`src/rtl/i2s_frame_clkgen.sv`:
```
// i2s_frame_clkgen
//   Derives the I2S bit clock (bclk) and frame clock (lrclk) from clock_in,
//   and publishes slot/bit position plus edge strobes so serializers can run
//   single-clock on clock_in.
//
// Parameters
//   SLOT_WIDTH  bclk periods per channel slot (power of two, >= 8)
//   CHANNELS    slots per frame (even, >= 2)
//   DIV_W       width of the bclk half-period divider
//
// Ports
//   clock_in     master clock, sole clock
//   reset_n      asynchronous active-low reset
//   enable       run request; start/stop honoured only at frame boundaries
//   bclk_half    bclk half-period in clock_in cycles (0 behaves as 1)
//   i2s_mode     1 = I2S framing (lrclk one bclk early), 0 = left-justified
//   bclk, lrclk  registered bit and frame clocks
//   bclk_rise    strobe in the cycle bclk goes 0->1
//   bclk_fall    strobe in the cycle bclk goes 1->0
//   frame_start  strobe in the first cycle of each frame
//   slot_idx     current slot
//   bit_idx      current bit, SLOT_WIDTH-1 down to 0
//   active       generator running
module i2s_frame_clkgen #(
  parameter int SLOT_WIDTH = 32,
  parameter int CHANNELS   = 2,
  parameter int DIV_W      = 8
) (
  input  logic                          clock_in,
  input  logic                          reset_n,
  input  logic                          enable,
  input  logic [DIV_W-1:0]              bclk_half,
  input  logic                          i2s_mode,
  output logic                          bclk,
  output logic                          lrclk,
  output logic                          bclk_rise,
  output logic                          bclk_fall,
  output logic                          frame_start,
  output logic [$clog2(CHANNELS)-1:0]   slot_idx,
  output logic [$clog2(SLOT_WIDTH)-1:0] bit_idx,
  output logic                          active
);

  localparam int SLOT_W = $clog2(CHANNELS);
  localparam int BIT_W  = $clog2(SLOT_WIDTH);

  localparam logic [BIT_W-1:0]  BIT_TOP        = BIT_W'(SLOT_WIDTH - 1);
  localparam logic [SLOT_W-1:0] SLOT_LAST      = SLOT_W'(CHANNELS - 1);
  localparam logic [SLOT_W-1:0] SLOT_HALF      = SLOT_W'(CHANNELS / 2);
  localparam logic [SLOT_W-1:0] SLOT_HALF_LAST = SLOT_W'(CHANNELS / 2 - 1);

  typedef enum logic {
    S_IDLE,
    S_RUN
  } state_e;

  state_e              state_q, state_d;
  logic [DIV_W-1:0]    cnt_q, cnt_d;
  logic [DIV_W-1:0]    half_q, half_d;
  logic                mode_q, mode_d;
  logic                bclk_q, bclk_d;
  logic                lrclk_q, lrclk_d;
  logic                rise_q, rise_d;
  logic                fall_q, fall_d;
  logic                fs_q, fs_d;
  logic [SLOT_W-1:0]   slot_q, slot_d;
  logic [BIT_W-1:0]    bit_q, bit_d;
  logic                active_q, active_d;

  logic [DIV_W-1:0]    half_eff;
  logic                tick;
  logic                fall_evt;
  logic                frame_end;

  // Divider terminal count and the events derived from it
  always_comb begin
    half_eff  = (half_q == '0) ? DIV_W'(1) : half_q;
    tick      = (state_q == S_RUN) && (cnt_q == half_eff - DIV_W'(1));
    fall_evt  = tick && bclk_q;
    frame_end = fall_evt && (bit_q == '0) && (slot_q == SLOT_LAST);
  end

  // State register plus all datapath flops
  always_ff @(posedge clock_in or negedge reset_n) begin
    if (!reset_n) begin
      state_q  <= S_IDLE;
      cnt_q    <= '0;
      half_q   <= '0;
      mode_q   <= 1'b0;
      bclk_q   <= 1'b0;
      lrclk_q  <= 1'b0;
      rise_q   <= 1'b0;
      fall_q   <= 1'b0;
      fs_q     <= 1'b0;
      slot_q   <= '0;
      bit_q    <= BIT_TOP;
      active_q <= 1'b0;
    end else begin
      state_q  <= state_d;
      cnt_q    <= cnt_d;
      half_q   <= half_d;
      mode_q   <= mode_d;
      bclk_q   <= bclk_d;
      lrclk_q  <= lrclk_d;
      rise_q   <= rise_d;
      fall_q   <= fall_d;
      fs_q     <= fs_d;
      slot_q   <= slot_d;
      bit_q    <= bit_d;
      active_q <= active_d;
    end
  end

  // Next-state logic
  always_comb begin
    state_d = state_q;
    case (state_q)
      S_IDLE: if (enable) state_d = S_RUN;
      S_RUN:  if (frame_end && !enable) state_d = S_IDLE;
      default: state_d = S_IDLE;
    endcase
  end

  // Output / datapath next values
  always_comb begin
    cnt_d    = cnt_q;
    half_d   = half_q;
    mode_d   = mode_q;
    bclk_d   = bclk_q;
    lrclk_d  = lrclk_q;
    rise_d   = 1'b0;
    fall_d   = 1'b0;
    fs_d     = 1'b0;
    slot_d   = slot_q;
    bit_d    = bit_q;
    active_d = active_q;

    case (state_q)
      S_IDLE: begin
        cnt_d    = '0;
        bclk_d   = 1'b0;
        lrclk_d  = 1'b0;
        slot_d   = '0;
        bit_d    = BIT_TOP;
        active_d = 1'b0;
        if (enable) begin
          active_d = 1'b1;
          fs_d     = 1'b1;
          half_d   = bclk_half;
          mode_d   = i2s_mode;
        end
      end

      S_RUN: begin
        cnt_d = tick ? '0 : cnt_q + DIV_W'(1);
        if (tick) begin
          bclk_d = !bclk_q;
          rise_d = !bclk_q;
          fall_d = bclk_q;
        end

        // Position advances on falling edges; bit_idx wraps naturally
        // because SLOT_WIDTH is a power of two.
        if (fall_evt) begin
          bit_d = bit_q - BIT_W'(1);
          if (bit_q == '0)
            slot_d = (slot_q == SLOT_LAST) ? '0 : slot_q + SLOT_W'(1);

          if (!mode_q) begin
            lrclk_d = (slot_d >= SLOT_HALF);
          end else if (bit_q == BIT_W'(1)) begin
            // I2S: lrclk changes one bclk ahead of the slot it announces
            if (slot_q == SLOT_HALF_LAST)
              lrclk_d = 1'b1;
            else if (slot_q == SLOT_LAST)
              lrclk_d = 1'b0;
          end
        end

        if (frame_end) begin
          fs_d   = 1'b1;
          half_d = bclk_half;
          mode_d = i2s_mode;
          if (!enable) begin
            active_d = 1'b0;
            cnt_d    = '0;
            bclk_d   = 1'b0;
            lrclk_d  = 1'b0;
            slot_d   = '0;
            bit_d    = BIT_TOP;
          end
        end
      end

      default: ;
    endcase
  end

  assign bclk        = bclk_q;
  assign lrclk       = lrclk_q;
  assign bclk_rise   = rise_q;
  assign bclk_fall   = fall_q;
  assign frame_start = fs_q;
  assign slot_idx    = slot_q;
  assign bit_idx     = bit_q;
  assign active      = active_q;

endmodule

```
`config.mk`:
```
export PLATFORM = sky130hd
export DESIGN_NAME = i2s_frame_clkgen
export DESIGN_NICKNAME = d
export VERILOG_FILES = /design/src/rtl/i2s_frame_clkgen.sv
export SDC_FILE = /design/constraint.sdc
export NUM_CORES = 1
export LEC_CHECK = 0
export ABC_AREA = 1
export BUFFER_PORTS_ARGS = -buffer_cell sky130_fd_sc_hd__buf_2
export CORE_ASPECT_RATIO = 0.8
export CORE_MARGIN = 1.5
export CORE_UTILIZATION = 55
export DETAILED_ROUTE_END_ITERATION = 10
export GPL_TIMING_DRIVEN = 1
export HOLD_SLACK_MARGIN = 0.03
export PLACE_DENSITY = 0.84
export RECOVER_POWER = 50
export SYNTH_ARGS = -nofsm -noshare
export SYNTH_HDL_FRONTEND = slang
export SYNTH_SLANG_ARGS = --single-unit
```
`constraint.sdc`:
```
create_clock -name clock_in -period 5.39 [get_ports clock_in]
set_input_delay 0.2695 -clock clock_in [delete_from_list [all_inputs] [get_ports clock_in]]
set_output_delay 0.2695 -clock clock_in [all_outputs]
set_load 0.02 [all_outputs]
```
# Word level (Yosys, flattened, before mapping)
# Index checks and enable logic that the tools add are counted.
# totals
ff_bits	30
in_bits	12
output_inout_bits	12
word_cells	80
# classes
add_sub_neg	4
magnitude_cmp	1
n_eq_ne	5
n_mux	46
bitwise	1
reduce_logical	11
# op_table
op	n
2-to-1 mux 8 bit	6
case mux 8 bit (2 select lines)	2
2-to-1 mux 1 bit	27
2-to-1 mux 5 bit	3
case mux 1 bit (2 select lines)	7
case mux 5 bit (2 select lines)	1
adder 8 x 1 -> 8 bit (second input constant)	1
== test 8 bit	1
logical NOT 8 bit	1
subtractor 8 x 1 -> 8 bit (second input constant)	1
== test 5 x 1 -> 1 bit (second input constant)	1
logical AND 1 bit	5
logical NOT 5 bit	1
subtractor 5 x 1 -> 5 bit (second input constant)	1
!= test 2 bit (second input constant)	2
AND reduction 2 bit	2
logical NOT 1 bit	2
!= test 2 x 1 -> 1 bit (second input constant)	1
adder 1 bit (second input constant)	1
>= comparator 1 bit (second input constant)	1
NOT 1 bit	1

# Longest topological paths before layout
# depth
ltp_word	14
depth_mapped	25

# Worst setup path after synthesis
# Ideal clock, no wire load.
# synth_path
path_kind	register -> register
start	register half_q[4]
end	register half_q[0]
arrival_time_ps	2799
required_ps	5260
path_slack_ps	2461
path_stages_with_launch	25
n_path_buf	2
synth_period_minus_slack_ps	2929
path_cell_list	dfrtp_1 inv_2 nand2_1 nor2_2 nand2_4 nand2_2 inv_2 ha_1 inv_1 nand2_1 nand3_1 inv_1 a21oi_1 nand3_1 nor2_1 nand3_1 nor3_1 ha_1 buf_2 nand2_4 o21ai_4 o21ai_4 inv_6 buf_12 o21ai_0
# synth_via
elab_chain_cells	10
# synth_rtl
element	line_no	text
from (decl)	59	logic [DIV_W-1:0] half_q, half_d;
from (signal assigned)	101	half_q <= half_d;
logical NOT 8 bit	77	half_eff = (half_q == '0) ? DIV_W'(1) : half_q;
2-to-1 mux 8 bit *	77	
subtractor 8 x 1 -> 8 bit *	78	tick = (state_q == S_RUN) && (cnt_q == half_eff - DIV_W'(1));
== test 8 bit *	78	
logical AND 1 bit *	78	
logical AND 1 bit *	79	fall_evt = tick && bclk_q;
logical AND 1 bit * (2 in series)	80	frame_end = fall_evt && (bit_q == '0) && (slot_q == SLOT_LAST);
!= test 2 x 1 -> 1 bit (no source line) *	n/a	
AND reduction 2 bit (no source line) *	n/a	
# Mark *: on every way between the ends. The rest lies on a longest branch, timed or not.
# A chain may end at the register's enable or synchronous reset.

# Worst setup path after layout
# layout_path
start	register half_q[4]
end	register cnt_q[0]
# layout_via
elab_chain_cells	10
elab_cells_between_ends	12
cone_classes	1 x add/sub; 1 x eq/ne; 5 x mux; 5 x reduce/logical
# layout_rtl
element	line_no	text
logical NOT 8 bit	77	
2-to-1 mux 8 bit *	77	
subtractor 8 x 1 -> 8 bit *	78	
== test 8 bit *	78	
logical AND 1 bit *	78	
logical AND 1 bit	79	
logical AND 1 bit (2 in series)	80	
2-to-1 mux 8 bit *	180	if (frame_end) begin
case mux 8 bit (2 select lines) *	138	case (state_q)
net cnt_d[0]	58	logic [DIV_W-1:0] cnt_q, cnt_d;
to (signal assigned)	100	cnt_q <= cnt_d;
to (decl)	58	
# Mark *: on every way through the listed nets, which the timed path passes. The rest lies on a longest branch.

==> flow_metrics.py <==
metrics = {
    "power_and_ir_drop": {
        "pwr_density_cell_mw_per_mm2": 208,
        "ir_drop_uv": 154,
        "p_leak_uw": 0.00111,
    },
    "cells_and_area": {
        "area_growth_pct": 12.9,
        "final_cells": 299,
        "final_common_cell": "nand2_1",
        "diodes": 0,
        "nNetsFinal": 276,
        "layout-drive-gt1-share_pct": 18.1,
        "nFillCells": 297,
        "layout_common_cells": "nand2_1, inv_1, dfrtp_1",
    },
    "clock_tree": {
        "cts_setup_buffers": 0,
        "post_cts_resized": 0,
        "clock-root-buffer": "clkbuf_8",
        "cts_buffers": 5,
        "ctsHtreeMaxLevel": 2,
        "clk_path_buf_depth": 2,
        "clk_latency_ns": 0.29,
        "cts_tree": "yes",
        "clk_pin_slew_worst_paths_ns": 0.06,
        "hold_buffers": 1,
        "clock_sinks": 30,
    },
    "synthesis": {
        "avgSynthCellArea_um2": 7.89,
        "async_flop_share_pct": 100,
        "ys_seq_area_share_pct": 41.9,
        "synth.distinct_cells": 31,
        "syn-instance-count": 229,
        "yosysWarnings": 0,
        "yosys.area.top_type_share_pct": 34.6,
        "synth_area_leaders": "dfrtp_1, nand2_1, inv_1",
        "synth-seq-cells": 30,
        "synthFlopType": "dfrtp_1",
        "synth_enable_flop_cells": 0,
        "synthesis.area_mm2": 0.00181,
        "synth_top_area_cell": "dfrtp_1",
        "synth_nets": 247,
    },
    "sta": {
        "fin_crit_sh_pct": 63.7,
        "setup_slack_ns": 1.96,
        "hold_viol": 0,
        "setup_violations": 0,
        "skew_ns": 0.00615,
        "rsz0062_at_grt": "no",
        "max_slew_margin_pct": -3.34,
        "fin_crit_ns": 3.43,
        "tightest_slew_ns": 1.55,
        "max_freq_ghz": 0.291,
        "finalMaxSlewViolations": 31,
        "finalSetupTns_ns": 0,
    },
    "place": {
        "gp_congestion": 0.827,
        "dp_slack_ns": 2.02,
        "numPortBuffers": 23,
        "dp_hpwl_um": 2790,
        "dp.cells": 290,
    },
    "floorplan": {
        "die-height_um": 54.3,
        "die_w_um": 67.1,
        "coreArea_mm2": 0.00311,
        "row_count": 18,
        "fp.dieArea_mm2": 0.00364,
        "num_io_pins": 24,
        "initial_utilization_pct": 58.1,
    },
    "drt": {
        "vias_per_cell": 5.08,
        "drt_wl_total_um": 3680,
        "antenna_left": 0,
        "drtPass1Iterations": 4,
        "wl_per_cell_um": 12.3,
        "remaining_drc_errors": 0,
        "dr.first_iter.drc_count": 95,
        "vias": 1520,
    },
    "grt": {
        "grt_max_degree": 31,
        "antenna_found_initial": 0,
        "grt_pass1_wl_um": 6440,
        "grt_pass1_vias": 1441,
        "grt_use_total_pct": 24.5,
        "gr-total-overflow": 0,
    },
    "setup_path": {
        "critPathMaxFanout": 9,
        "worst-setup-path-type": "register to register",
        "cp-start-kind": "register",
        "critPathRequiredTime_ns": 5.56,
        "worstPathArrival_ns": 3.61,
        "end_kind": "register",
    },
    "run_status": {
        "violations": "max-capacitance violations, max-slew violations",
        "status": "finished with violations",
    },
    "job": {
        "drv_cap": 1,
    },
    "min_path": {
        "min_path_type": "input pin to register",
    },
}
==> registers in the layout, summed over array words and instances (netlist names) <==
name	count
active	1
bclk_rise	1
lrclk	1
bit_idx	5
frame_start	1
mode_q	1
bclk	1
bclk_fall	1
slot_idx	1
state_q	1
half_q	8
cnt_q	8
==> power by group <==
part	leakage, uW	internal [uW]	switching [uW]
registers	0.000345	225	0
logic	0.000713	3.19	5.89
clock network	0.0000482	103	86.8
total	0.00111	331	92.7
==> cell usage after synthesis, types with 4 or more instances <==
library cell / count
o21ai_0: 10
nand4_1: 4
inv_1: 36
dfstp_2: 5
nor2_1: 19
xor2_1: 8
a21oi_1: 4
nand2_1: 54
xnor2_1: 4
ha_1: 6
nand2_2: 5
dfrtp_1: 25
nand3_1: 20
==> per-layer routing <==
metal	global-route usage [%]	up-vias	routed length (um)
met5	0	-	0
met4	9.52	0	56
met3	8.02	8	267
met2	34.2	46	1480
met1	35.2	692	1870
li1	-	774	-
==> cell families (layout without fill, tap and decap cells) <==
| logic type | Yosys count | after routing | share of synthesized area [%] |
|---|---|---|---|
| xor gates and xnor gates | 12 | 12 | 5.82 |
| adders and majority gates | 6 | 6 | 4.16 |
| DFF | 30 | 30 | 41.9 |
| AOI/OAI and AO/OA | 20 | 20 | 7.34 |
| and+or+nand+nor | 119 | 119 | 30.8 |
| buffers and inverters | 42 | 72 | 9.97 |
==> per-stage QoR <==
step	util (%)	instance area [um2]	total power (uW)	hold WS, ns
3_3_place_gp	62.6	1950	238	0.335
5_1_grt	65.6	2040	437	0.191
4_1_cts	65.9	2050	429	0.180
6_report	65.6	2040	424	0.187
3_5_place_dp	62.6	1950	238	0.335
2_1_floorplan	-	1810	230	-0.0261
==> final timing paths <==
check                                 startpoint                    end  slack [ns]  depth (start not counted)
setup / recovery           half_q[4]$_DFFE_PN0P_     cnt_q[0]$_DFF_PN0_        1.96                         22
hold / removal                      bclk_half[6]  half_q[6]$_DFFE_PN0P_        0.19                          3
setup reg to reg           half_q[4]$_DFFE_PN0P_     cnt_q[0]$_DFF_PN0_        1.96                         22
hold reg to reg               active$_DFFE_PN0P_     active$_DFFE_PN0P_        0.50                          1
max in group asynchronous                reset_n     cnt_q[6]$_DFF_PN0_        3.59                          2
min in group asynchronous                reset_n  frame_start$_DFF_PN0_        0.89                          2
==> final cells by class <==
class | count | area (um2) | area share, %
Multi-Input combinational cell | 157 | 870 | 42.6
Clock buffer | 7 | 86.3 | 4.23
Sequential cell | 30 | 757 | 37.1
Clock inverter | 1 | 5.00 | 0.245
Timing Repair Buffer | 24 | 116 | 5.71
Tap cell | 40 | 50.0 | 2.45
Inverter | 40 | 155 | 7.61
==> critical path, cell delays in order (launching register included) <==
cell     delay (ns)
dfrtp_1        0.46
inv_2          0.11
nand2_1        0.07
nor2_2         0.15
nand2_4        0.09
nand2_2        0.09
inv_2          0.05
ha_1           0.24
inv_1          0.12
nand2_1        0.06
nand3_1        0.10
inv_1          0.04
a21oi_1        0.10
nand3_1        0.08
nor2_1         0.10
nand3_1        0.07
nor3_1         0.26
ha_1           0.43
nand4_1        0.16
nand2_1        0.21
inv_1          0.15
nand2_2        0.13
nor2_1         0.04
Power figures use the tool's default switching activity.
